**config.mk**
```make
export PLATFORM = sky130hd
export DESIGN_NAME = padding_channel_sequencer_flat
export DESIGN_NICKNAME = d
export VERILOG_FILES = /design/src/rtl/padding_channel_sequencer_if.sv /design/src/rtl/padding_channel_sequencer.sv /design/src/flat_wrapper.sv
export SDC_FILE = /design/constraint.sdc
export NUM_CORES = 1
export LEC_CHECK = 0
export ABC_AREA = 1
export CAP_MARGIN = 5
export CORE_AREA = 4 4 94 96
export DETAILED_ROUTE_END_ITERATION = 12
export DIE_AREA = 0 0 98 100
export PLACE_DENSITY = 0.75
export REMOVE_ABC_BUFFERS = 1
export SLEW_MARGIN = 10
export SYNTH_ARGS = -nofsm -noshare
export SYNTH_HDL_FRONTEND = slang
export SYNTH_SLANG_ARGS = --single-unit
```
**constraint.sdc**
```tcl
create_clock -name clk -period 1.5 [get_ports clk]
set_input_delay 0.45 -clock clk [delete_from_list [all_inputs] [get_ports clk]]
set_output_delay 0.45 -clock clk [all_outputs]
set_load 0.1 [all_outputs]
```
**src/rtl/padding_channel_sequencer_if.sv**
```systemverilog
// rtl/padding_channel_sequencer_if.sv - feature-buffer read port and padding-stage stream bundle
// master = sequencer side, slave = feature buffer plus padding stage side.
interface padding_channel_sequencer_if #(
  parameter int DATA_WIDTH = 32,
  parameter int ADDR_WIDTH = 16
);
  logic                  rd_en;
  logic [ADDR_WIDTH-1:0] rd_addr;
  logic [DATA_WIDTH-1:0] rd_data;
  logic                  pad_valid;
  logic [DATA_WIDTH-1:0] pad_data;
  logic                  pad_out_valid;

  modport master (
    output rd_en, rd_addr, pad_valid, pad_data,
    input  rd_data, pad_out_valid
  );

  modport slave (
    input  rd_en, rd_addr, pad_valid, pad_data,
    output rd_data, pad_out_valid
  );
endinterface

```
**src/rtl/padding_channel_sequencer.sv**
```systemverilog
// rtl/padding_channel_sequencer.sv - feeds feature-map channels into the zero-padding stage
// Reads are gated by a mirror of the padding stage's consumption so its 3-row buffer never overflows.
module padding_channel_sequencer #(
  parameter int DATA_WIDTH  = 32,
  parameter int IMAGE_WIDTH = 4,
  parameter int NUM_CHANNEL = 3,
  parameter int ADDR_WIDTH  = 16,
  parameter int CH_WIDTH    = 2
) (
  input  logic                        clk,
  input  logic                        rst_n,
  input  logic                        i_start,
  output logic                        o_busy,
  output logic                        o_done,
  output logic                        o_err,
  output logic [CH_WIDTH-1:0]         o_channel,
  padding_channel_sequencer_if.master bus_io
);

  localparam int WW   = IMAGE_WIDTH * IMAGE_WIDTH;
  localparam int CAP  = 3 * IMAGE_WIDTH;
  localparam int PW   = IMAGE_WIDTH + 2;
  localparam int NPAD = PW * PW;
  localparam int IW   = $clog2(WW + 1);
  localparam int OW   = $clog2(CAP + 1);
  localparam int RW   = $clog2(PW);
  localparam int NW   = $clog2(NPAD + 1);

  localparam logic [2:0] S_IDLE  = 3'd0;
  localparam logic [2:0] S_FEED  = 3'd1;
  localparam logic [2:0] S_DRAIN = 3'd2;
  localparam logic [2:0] S_GAP   = 3'd3;
  localparam logic [2:0] S_DONE  = 3'd4;

  logic [2:0]            state_q, state_d;
  logic [CH_WIDTH-1:0]   channel_q, channel_d;
  logic [IW-1:0]         issued_q, issued_d;
  logic [OW-1:0]         occ_q, occ_d;
  logic [RW-1:0]         row_q, row_d, col_q, col_d;
  logic [NW-1:0]         out_cnt_q, out_cnt_d;
  logic                  err_q, err_d;
  logic                  rd_en_d1_q, pad_valid_q;
  logic [DATA_WIDTH-1:0] pad_data_q;

  logic                  rd_fire;
  logic                  mirror_on;
  logic                  interior;
  logic                  consume;
  logic [ADDR_WIDTH-1:0] rd_addr;

  always_comb begin
    rd_fire   = (state_q == S_FEED) && (issued_q < IW'(WW)) && (occ_q < OW'(CAP));
    rd_addr   = ADDR_WIDTH'(channel_q) * ADDR_WIDTH'(WW) + ADDR_WIDTH'(issued_q);
    mirror_on = ((state_q == S_FEED) || (state_q == S_DRAIN)) && bus_io.pad_out_valid;
    interior  = (row_q != '0) && (row_q <= RW'(IMAGE_WIDTH)) &&
                (col_q != '0) && (col_q <= RW'(IMAGE_WIDTH));
  end

  always_comb begin
    state_d   = state_q;
    channel_d = channel_q;
    issued_d  = issued_q;
    occ_d     = occ_q;
    row_d     = row_q;
    col_d     = col_q;
    out_cnt_d = out_cnt_q;
    err_d     = err_q;
    consume   = 1'b0;

    if (rd_fire) begin
      issued_d = issued_q + 1'b1;
    end

    // Mirror the padding stage's raster walk over the padded grid.
    if (mirror_on) begin
      if (out_cnt_q == NW'(NPAD)) begin
        err_d = 1'b1;
      end else begin
        out_cnt_d = out_cnt_q + 1'b1;
        if (col_q == RW'(PW - 1)) begin
          col_d = '0;
          row_d = (row_q == RW'(PW - 1)) ? '0 : row_q + 1'b1;
        end else begin
          col_d = col_q + 1'b1;
        end
        if (interior) begin
          if (occ_q == '0) err_d = 1'b1;
          else             consume = 1'b1;
        end
      end
    end

    if (rd_fire && !consume)      occ_d = occ_q + 1'b1;
    else if (!rd_fire && consume) occ_d = occ_q - 1'b1;

    case (state_q)
      S_IDLE: begin
        if (i_start) begin
          err_d     = 1'b0;
          channel_d = '0;
          issued_d  = '0;
          occ_d     = '0;
          out_cnt_d = '0;
          row_d     = '0;
          col_d     = '0;
          state_d   = S_FEED;
        end
        if (bus_io.pad_out_valid) err_d = 1'b1;
      end
      S_FEED: begin
        if (issued_d == IW'(WW)) state_d = S_DRAIN;
      end
      S_DRAIN: begin
        // Looking at the next count lets o_done follow the last output by one cycle.
        if (out_cnt_d == NW'(NPAD)) begin
          state_d = (channel_q == CH_WIDTH'(NUM_CHANNEL - 1)) ? S_DONE : S_GAP;
        end
      end
      S_GAP: begin
        channel_d = channel_q + 1'b1;
        issued_d  = '0;
        out_cnt_d = '0;
        row_d     = '0;
        col_d     = '0;
        state_d   = S_FEED;
      end
      S_DONE: begin
        if (bus_io.pad_out_valid) err_d = 1'b1;
        state_d = S_IDLE;
      end
      default: state_d = S_IDLE;
    endcase
  end

  always_ff @(posedge clk or negedge rst_n) begin
    if (!rst_n) begin
      state_q     <= S_IDLE;
      channel_q   <= '0;
      issued_q    <= '0;
      occ_q       <= '0;
      row_q       <= '0;
      col_q       <= '0;
      out_cnt_q   <= '0;
      err_q       <= 1'b0;
      rd_en_d1_q  <= 1'b0;
      pad_valid_q <= 1'b0;
      pad_data_q  <= '0;
    end else begin
      state_q     <= state_d;
      channel_q   <= channel_d;
      issued_q    <= issued_d;
      occ_q       <= occ_d;
      row_q       <= row_d;
      col_q       <= col_d;
      out_cnt_q   <= out_cnt_d;
      err_q       <= err_d;
      rd_en_d1_q  <= rd_fire;
      pad_valid_q <= rd_en_d1_q;
      if (rd_en_d1_q) pad_data_q <= bus_io.rd_data;
    end
  end

  assign o_busy           = (state_q == S_FEED) || (state_q == S_DRAIN) || (state_q == S_GAP);
  assign o_done           = (state_q == S_DONE);
  assign o_err            = err_q;
  assign o_channel        = channel_q;
  assign bus_io.rd_en     = rd_fire;
  assign bus_io.rd_addr   = rd_fire ? rd_addr : '0;
  assign bus_io.pad_valid = pad_valid_q;
  assign bus_io.pad_data  = pad_data_q;

endmodule

```
**src/flat_wrapper.sv**
```systemverilog
// flat-port wrapper written by rule: the top's interface ports become plain ports
module padding_channel_sequencer_flat 
#(
  parameter int DATA_WIDTH  = 32,
  parameter int IMAGE_WIDTH = 4,
  parameter int NUM_CHANNEL = 3,
  parameter int ADDR_WIDTH  = 16,
  parameter int CH_WIDTH    = 2
)
  (clk, rst_n, i_start, o_busy, o_done, o_err, o_channel, bus_io_rd_en, bus_io_rd_addr, bus_io_pad_valid, bus_io_pad_data, bus_io_rd_data, bus_io_pad_out_valid);
  padding_channel_sequencer_if #(.DATA_WIDTH(DATA_WIDTH), .ADDR_WIDTH(ADDR_WIDTH)) bus_io_i ();
  input  logic clk;
  input  logic rst_n;
  input  logic i_start;
  output logic o_busy;
  output logic o_done;
  output logic o_err;
  output logic [CH_WIDTH-1:0] o_channel;
  output wire logic [$bits(bus_io_i.rd_en)-1:0] bus_io_rd_en;
  output wire logic [$bits(bus_io_i.rd_addr)-1:0] bus_io_rd_addr;
  output wire logic [$bits(bus_io_i.pad_valid)-1:0] bus_io_pad_valid;
  output wire logic [$bits(bus_io_i.pad_data)-1:0] bus_io_pad_data;
  input wire logic [$bits(bus_io_i.rd_data)-1:0] bus_io_rd_data;
  input wire logic [$bits(bus_io_i.pad_out_valid)-1:0] bus_io_pad_out_valid;
  assign bus_io_rd_en = bus_io_i.rd_en;
  assign bus_io_rd_addr = bus_io_i.rd_addr;
  assign bus_io_pad_valid = bus_io_i.pad_valid;
  assign bus_io_pad_data = bus_io_i.pad_data;
  assign bus_io_i.rd_data = bus_io_rd_data;
  assign bus_io_i.pad_out_valid = bus_io_pad_out_valid;
  padding_channel_sequencer #(.DATA_WIDTH(DATA_WIDTH), .IMAGE_WIDTH(IMAGE_WIDTH), .NUM_CHANNEL(NUM_CHANNEL), .ADDR_WIDTH(ADDR_WIDTH), .CH_WIDTH(CH_WIDTH)) u_core (.clk(clk), .rst_n(rst_n), .i_start(i_start), .o_busy(o_busy), .o_done(o_done), .o_err(o_err), .o_channel(o_channel), .bus_io(bus_io_i));
endmodule
```
Word level (Yosys, flattened, before mapping)
Index checks and enable logic that the tools add are counted.

Output and inout port bits: 55. Logic and storage cells: 97. Register bits: 61.

Reduce and logical (&&, ||, !) cells: 19. Mux-type cells: 42. Equal/unequal tests: 13. $lt $le $gt $ge: 4. Add/subtract/negate cells: 8.

Operators with widths (number): $mux W3 (13); $mux W6 (3); $mux W16 (1); $mux W4 (4); $eq A6 B6 Y1 const B (2); $pmux W3 S2 (2); $pmux W3 S4 (1); $pmux W6 S2 (1); $mux W1 (11); $mux W5 (2); $pmux W5 S2 (1); $eq A3 B3 Y1 const B (3); $logic_and A1 B1 Y1 (8); $add A6 B5 Y7 (1); $add A3 B1 Y3 const B (2); $add A6 B1 Y6 const B (1); $eq A3 B2 Y1 const B (2); $le A3 B3 Y1 const B (2); $reduce_bool A3 Y1 (2); $add A5 B1 Y5 const B (1); $eq A5 B5 Y1 const B (1); $lt A5 B5 Y1 const B (1); $add A4 B1 Y4 const B (1); $logic_not A4 Y1 (1); other kinds (16) (19).

Longest topological paths before layout
Depth after elaboration: 12. Depth in mapped cells: 14. Gate-level depth less buffers: 14.

Least setup slack after synthesis
OpenSTA, ideal clock, no wires.

Path kind: register to output. Start: register u_core.channel_q[0], in the netlist u_core.o_channel[0]. End: output bus_io_rd_addr[5]. Slack: -1.638 ns. Arrival time: 2.688 ns. Cell stages (with the launch flop): 5. Path buffers: 0. Cell sequence: dfrtp_1 ha_1 ha_1 inv_1 nor2_1.

Cells in the longest elaborated chain, start to end: 2.

Ends and longest elaborated chain: start: declaration (RTL line padding_channel_sequencer.sv:36) `logic [CH_WIDTH-1:0] channel_q, channel_d;`; start signal: assignment (RTL line padding_channel_sequencer.sv:150) `channel_q <= channel_d;`; $add A6 B5 Y7 (RTL line padding_channel_sequencer.sv:53) `rd_addr = ADDR_WIDTH'(channel_q) * ADDR_WIDTH'(WW) + ADDR_WIDTH'(issued_q);`; $mux W16 (RTL line padding_channel_sequencer.sv:168) `assign bus_io.rd_addr = rd_fire ? rd_addr : '0;`; end: declaration (RTL line flat_wrapper.sv:20) `output wire logic [$bits(bus_io_i.rd_addr)-1:0] bus_io_rd_addr;`.

No other way between the ends.

Final worst setup path
Start: register u_core.state_q[2]. End: output bus_io_rd_addr[6].

Cells in the longest elaborated chain, start to end: 4.

Ends and longest elaborated chain: start: declaration (RTL line padding_channel_sequencer.sv:35) `logic [2:0] state_q, state_d;`; start signal: assignment (RTL line padding_channel_sequencer.sv:149) `state_q <= state_d;`; $eq A3 B1 Y1 (RTL line padding_channel_sequencer.sv:52) `rd_fire = (state_q == S_FEED) && (issued_q < IW'(WW)) && (occ_q < OW'(CAP));`; $logic_and A1 B1 Y1 (2 in series) (RTL line padding_channel_sequencer.sv:52); $mux W16 (RTL line padding_channel_sequencer.sv:168).

No other way between the ends.

==> flow_summary_export.csv <==
group,metric,value,unit
die,initial_core_util,38.6,%
die,rows,33,
critical_path,crit_arrival,1.58,ns
critical_path,slowest_delay,0.40,ns
global_route,grt_usage,21.7,%
placed_design,gp_congestion,0.891,
sta,max_freq,494,MHz
die,core_area,8050,um^2
sta,rsz0062_at_grt,"yes",
finish,final_common_cell,"dfrtp_1",
finish,syn2layout_area_growth,82.8,%
run_status,outcome,"finished with violations",
critical_path,path_delay_family,"buffers and inverters",
clock_tree,htree_levels,3,
critical_path,worst-path-max-fanout,5,
synthesis,synth_area_leader_cell,"dfrtp_1",
synthesis,ys_ff_latch,61,
clock_tree,root_buffer,"clkbuf_8",
routing,drcViolationCount,0,
routing,ant_nets,0,
routing,drt-initial-drc-count,183,
synthesis,seq_area_frac_synth,49.2,%
critical_path,critPathRequiredTime,1.05,ns
finish,nNetsFinal,545,
sta,hold_viol,0,
synthesis,netlist.area_leader.share,49.2,%
die,die_x,98,um
routing,wirelength,10700,um
critical_path,path_cells,"inv_2, nand2_4, nor2_4, nand2_8, buf_4, nor2_4, buf_12",
global_route,antenna_found_initial,0,
run_status,violations,"setup timing",
clock_tree,insertion_delay,0.35,ns
global_route,globalRouteOverflowTotal,0,
placed_design,dp_slack,-0.439,ns
finish,drive_above_1_share,48.3,%
critical_path,cpMostUsedCell,"nor2_4",
sta,finalSetupViolations,32,
sta,finalCritPeriodShare,135,%
job,drv_cap,0,
hold_path,holdCritPathClass,"in2async",
critical_path,start_kind,"flop",
clock_tree,cts_buffer_depth,2,
routing,drt-pass1-iter-count,4,
synthesis,ys_warn_count,0,
placed_design,dpl.hpwl,6500,um
sta,worst_slack,-0.525,ns
global_route,grt_pass1_wl,16500,um
finish,fillCellCount,505,
sta,tns,-8.99,ns
critical_path,path_buf_inv,3,
finish,mostFrequentLayoutCells,"dfrtp_1 (60), buf_4 (59), nand2_1 (52), buf_12 (49), clkdlybuf4s50_1 (34)",
routing,vias,3015,
synthesis,syn_inst,339,
synthesis,yosys-top-cells-area,"dfrtp_1 (49%), mux2_2 (12%), nand2_1 (8.1%)",
finish,diodes,0,
die,io-pin-count,91,
sta,fin_skew,0.00953,ns
sta,slew_violations,0,
global_route,grt_start_max_net_pins,44,
clock_tree,cts.clk_slew.worst_paths,0.08,ns
critical_path,critPathKind,"reg2out",
clock_tree,cts_tree,"built",
die,die_h,100,um
global_route,first_global_vias,3262,
routing,vias_per_cell,4.94,
sta,min_period,2.03,ns
critical_path,cp_slowest_cell,"dfrtp_1",
clock_tree,clkSinkCount,61,
synthesis,synth.avg_cell_area,9.16,um^2
clock_tree,cts_buffers,9,
routing,wire_per_inst,17.6,um
synthesis,synth.distinct_cells,32,
placed_design,portBuffers,81,
die,die-area,9800,um^2
synthesis,synthesis.area,3110,um^2
critical_path,endpoint_kind,"primary output",
==> synth_stat cells <==
cell       n
o21ai_1    1
xor2_1     2
inv_2      2
a211oi_1   1
buf_6      3
o22ai_1    1
dfrtp_1   61
or2_2      1
xnor2_1    2
nor2_1    38
a21oi_1   11
o21ai_0    9
nand2_4    2
nor3_1     3
and3_1     1
ha_1       9
nor2_4     1
nand2_1   67
buf_2      1
a31oi_1    1
buf_1      3
nor2_2     6
nand2_2    2
nand4_1    6
a21oi_2    1
conb_1     1
nand3b_1   2
mux2_2    32
nand3_1   20
inv_1     39
buf_4      9
clkbuf_1   1
==> per-stage QoR <==
step                      area, um^2  util, %  instances  hold slack (ns)
after floorplan                 3010        -        330            0.154
after global placement          4850     60.2        571            0.459
after detailed placement        4850     60.2        571            0.471
after CTS                       5450     67.7        600           0.0801
after global routing            5680     70.5        610           0.0908
final                           5680     70.5        610           0.0734
==> cell families (layout without fill, tap and decap cells) <==
kind of cell | count (synthesis) | count (layout) | share of synthesized area, %
buffers and inverters | 58 | 216 | 8.86
adder cells (fa/ha/maj) | 9 | 9 | 3.63
XOR/XNOR | 4 | 4 | 1.13
AND/OR/NAND/NOR | 149 | 149 | 21.2
multiplexers | 32 | 32 | 11.6
AO/OA/AOI/OAI | 25 | 25 | 4.31
flip-flops | 61 | 61 | 49.2
other | 1 | 9 | 0.121
==> area by class of cell <==
type / count / area (um^2) / area share, %
clock inverters: 6 / 70.1 / 1.23
well taps: 105 / 131 / 2.31
clock buffers: 10 / 138 / 2.42
inverters: 41 / 159 / 2.80
flip-flops and latches: 61 / 1530 / 26.9
multi-input cells: 228 / 1690 / 29.8
repair buffers: 159 / 1960 / 34.5
==> sequential cells by signal (all words and copies together), names as in the netlist <==
register / count
u_core.col_q: 3
u_core.bus_io.pad_valid: 1
u_core.state_q: 3
u_core.o_err: 1
u_core.issued_q: 5
u_core.occ_q: 4
u_core.bus_io.pad_data: 32
u_core.rd_en_d1_q: 1
u_core.o_channel: 2
u_core.out_cnt_q: 6
u_core.row_q: 3
==> repair_timing <==
item,4_1_cts,5_1_grt
pin swaps,18,22
setup buffers,15,14
endpoints found under the setup margin,39,39
hold buffers,0,0
resized for setup,78,44
==> worst paths after layout <==
check / from / to / slack, ns / cells after the start
max: u_core.state_q[2]$_DFFE_PN0P_ / bus_io_rd_addr[6] / -0.53 / 7
min: rst_n / u_core.bus_io.pad_data[7]$_DFFE_PN0P_ / 0.07 / 2
max reg2reg: u_core.state_q[0]$_DFFE_PN0P_ / u_core.state_q[2]$_DFFE_PN0P_ / -0.50 / 12
min reg2reg: u_core.bus_io.pad_data[21]$_DFFE_PN0P_ / u_core.bus_io.pad_data[21]$_DFFE_PN0P_ / 0.58 / 1
max in group asynchronous: rst_n / u_core.o_err$_DFF_PN0_ / 1.18 / 2
min in group clk: u_core.bus_io.pad_data[21]$_DFFE_PN0P_ / u_core.bus_io.pad_data[21]$_DFFE_PN0P_ / 0.58 / 1
==> layer usage <==
| layer | track usage [%] | vias to the layer above | wire length [um] |
|---|---|---|---|
| met1 | 22.9 | 1495 | 3870 |
| met2 | 42.3 | 102 | 6100 |
| met5 | 0 | - | 0 |
| li1 | - | 1387 | - |
| met4 | 10.3 | 0 | 348 |
| met3 | 2.71 | 31 | 402 |
Power is left out: the tool's default activity adds up to more than one toggle a clock period on the data nets, which glitch-free logic cannot reach.
==> edit, RTL diff (same flow settings) <==
`IMAGE_WIDTH` is set to 4 in 2 places; all go to 2.
--- a/src/rtl/padding_channel_sequencer.sv
+++ b/src/rtl/padding_channel_sequencer.sv
@@ -3,5 +3,5 @@
 module padding_channel_sequencer #(
   parameter int DATA_WIDTH  = 32,
-  parameter int IMAGE_WIDTH = 4,
+  parameter int IMAGE_WIDTH = 2,
   parameter int NUM_CHANNEL = 3,
   parameter int ADDR_WIDTH  = 16,
--- a/src/flat_wrapper.sv
+++ b/src/flat_wrapper.sv
@@ -3,5 +3,5 @@
 #(
   parameter int DATA_WIDTH  = 32,
-  parameter int IMAGE_WIDTH = 4,
+  parameter int IMAGE_WIDTH = 2,
   parameter int NUM_CHANNEL = 3,
   parameter int ADDR_WIDTH  = 16,
Check against the original RTL: not equivalent (Yosys sat finds a counterexample within 10 cycles, from zero or initial values and one cycle with rst_n low).
==> edit against the unedited design <==
The flow still finishes with violations (setup timing). Clock skew shrank 4.4 ps. Wire length shrank 32%. Cell area shrank 16%. Setup slack gained 27 ps. Register-to-register slack gained 260 ps. Sequential cell count shrank 6. Synthesized area shrank 11%. Non-clock buffer count shrank 35. Largest cell class unchanged.
Power is not shown: default switching activity piles up to over one toggle a cycle in this logic, so the estimate is an artifact.
==> edit: results (changes against the unedited design) <==
critical_path:
  critPathMaxStageDelay_ps: 420  # +20 ps
  r2r_slack_ps: -240  # +260 ps
  crit_arrival_ps: 1550  # -30 ps
  rr_endpoint: "u_core.occ_q[0]"
  crit_family: "simple AND/OR/NAND/NOR gates"
  cp_max_fo: 7  # +2
  r2r-start: "u_core.state_q[1]"
grt:
  grt_pass1_vias: 2498  # -23%
  grt_pass1_wl_um: 11920  # -28%
  antenna_found_initial: 0  # unchanged
  grt_max_degree: 34  # -23%
  track_usage_pct: 14.69  # -7.0 points
placement:
  postPlaceCellArea_um2: 4375  # -9.8%
  dpl.hpwl_um: 5246  # -19%
  dp_slack_ps: -397.3  # +42.05 ps
  port_buffers: 79  # -2.5%
  gp_routability_congestion: 0.8203  # -7.9%
  dp.cells: 489  # -14%
sta:
  skew_ps: 5.080  # -4.448 ps
  final-setup-viol-count: 22  # -31%
  fin_tns_setup_ps: -5192  # +3800 ps
  holdWs_ps: 41.34  # -32.07 ps
  fin_ws_ps: -498.3  # +26.76 ps
clock_tree:
  cts_made_buffers: 5  # -4
  htreeDepth: 2  # -1
  clock_latency_ps: 310  # -40 ps
  path_clk_slew_ps: 100  # +20 ps
  clock_path_buffers: 2  # unchanged
cells_and_area:
  final_layout_size_suffix_gt1_share_pct: 44.64  # -3.7 points
  finalNonFillerCells: 506  # -17%
  layout.nets: 449  # -18%
synth:
  ys_types: 31  # -3.1%
  synthTopCellsByCount: "55 x dfrtp_1, 42 x nand2_1, 33 x inv_1, 23 x mux2_2, 22 x nor2_1"
  async_flop_share_pct: 100.0  # unchanged
  ys_seq_area_share_pct: 49.53  # +0.37 points
  ys_top_cells_by_area: "dfrtp_1 50%, mux2_2 9.3%, nand2_1 5.7%, ha_1 5.4%, inv_1 4.5%"
  postSynthCellCount: 275  # -19%
route:
  wl_per_cell_um: 14.30  # -19%
  vias_per_cell: 4.650  # -5.9%
  drt-met1-wl_um: 2787  # -28%
  dr.first_iter.drc_count: 53  # -71%
  dr_wl_met3_um: 455  # +13%
  wl_met2_um: 3911  # -36%
status:
  violations: "setup timing"
  status: "finished, violations left"
edit: cell types whose count changed after synthesis, moves of 5 or more:
cell and change:
dfrtp_1 -6, nand2_1 -25, mux2_2 -9, inv_1 -6
nand3_1 -5, nor2_2 -5, mux2_1 +9, nor2_1 -16
edit: per-layer routing:
metal / vias up / global-route usage, %
met1: 1140 / 16.78
li1: 1126 / -
met5: - / 0
met4: 0 / 2.982
met3: 8 / 3.266
met2: 79 / 28.06
edit: worst max-delay path by stage:
| stage | endpoint | slack, ps | cells after the start |
|---|---|---|---|
| floorplan | bus_io_rd_addr[3] | -1640 | 4 |
| global placement | u_core.state_q[0] | -310 | 9 |
| detailed placement | u_core.occ_q[0] | -400 | 9 |
| CTS | bus_io_rd_addr[3] | -510 | 6 |
| global route | bus_io_rd_addr[0] | -570 | 7 |
| finish | bus_io_rd_addr[3] | -500 | 6 |
edit: layout make-up:
type                    count  area, µm²
multi-input cells         179       1373
clock buffers               5      68.82
inverters                  36      146.4
repair buffers            124       1632
fillers                   662       3287
clock inverters             2      37.54
flip-flops and latches     55       1376
well taps                 105      131.4
edit: what timing repair did:
| item | 4_1_cts | 5_1_grt |
|---|---|---|
| pin swaps | 15 | 15 |
| gates cloned | 0 | 0 |
| gates resized for setup | 44 | 23 |
| setup buffers | 8 | 10 |
| endpoints found under the setup margin | 17 | 31 |
edit: cells by family (layout without fill, tap and decap cells):
group / after synthesis / count (layout) / synth area share (%)
multiplexers: 32 / 32 / 12.97
adder cells (fa/ha/maj): 12 / 12 / 5.403
flip-flops: 55 / 55 / 49.53
buffers and inverters: 51 / 167 / 8.510
other: 1 / 11 / 0.1349
AO/OA/AOI/OAI: 26 / 26 / 5.088
AND/OR/NAND/NOR: 97 / 97 / 18.05
XOR/XNOR: 1 / 1 / 0.3152
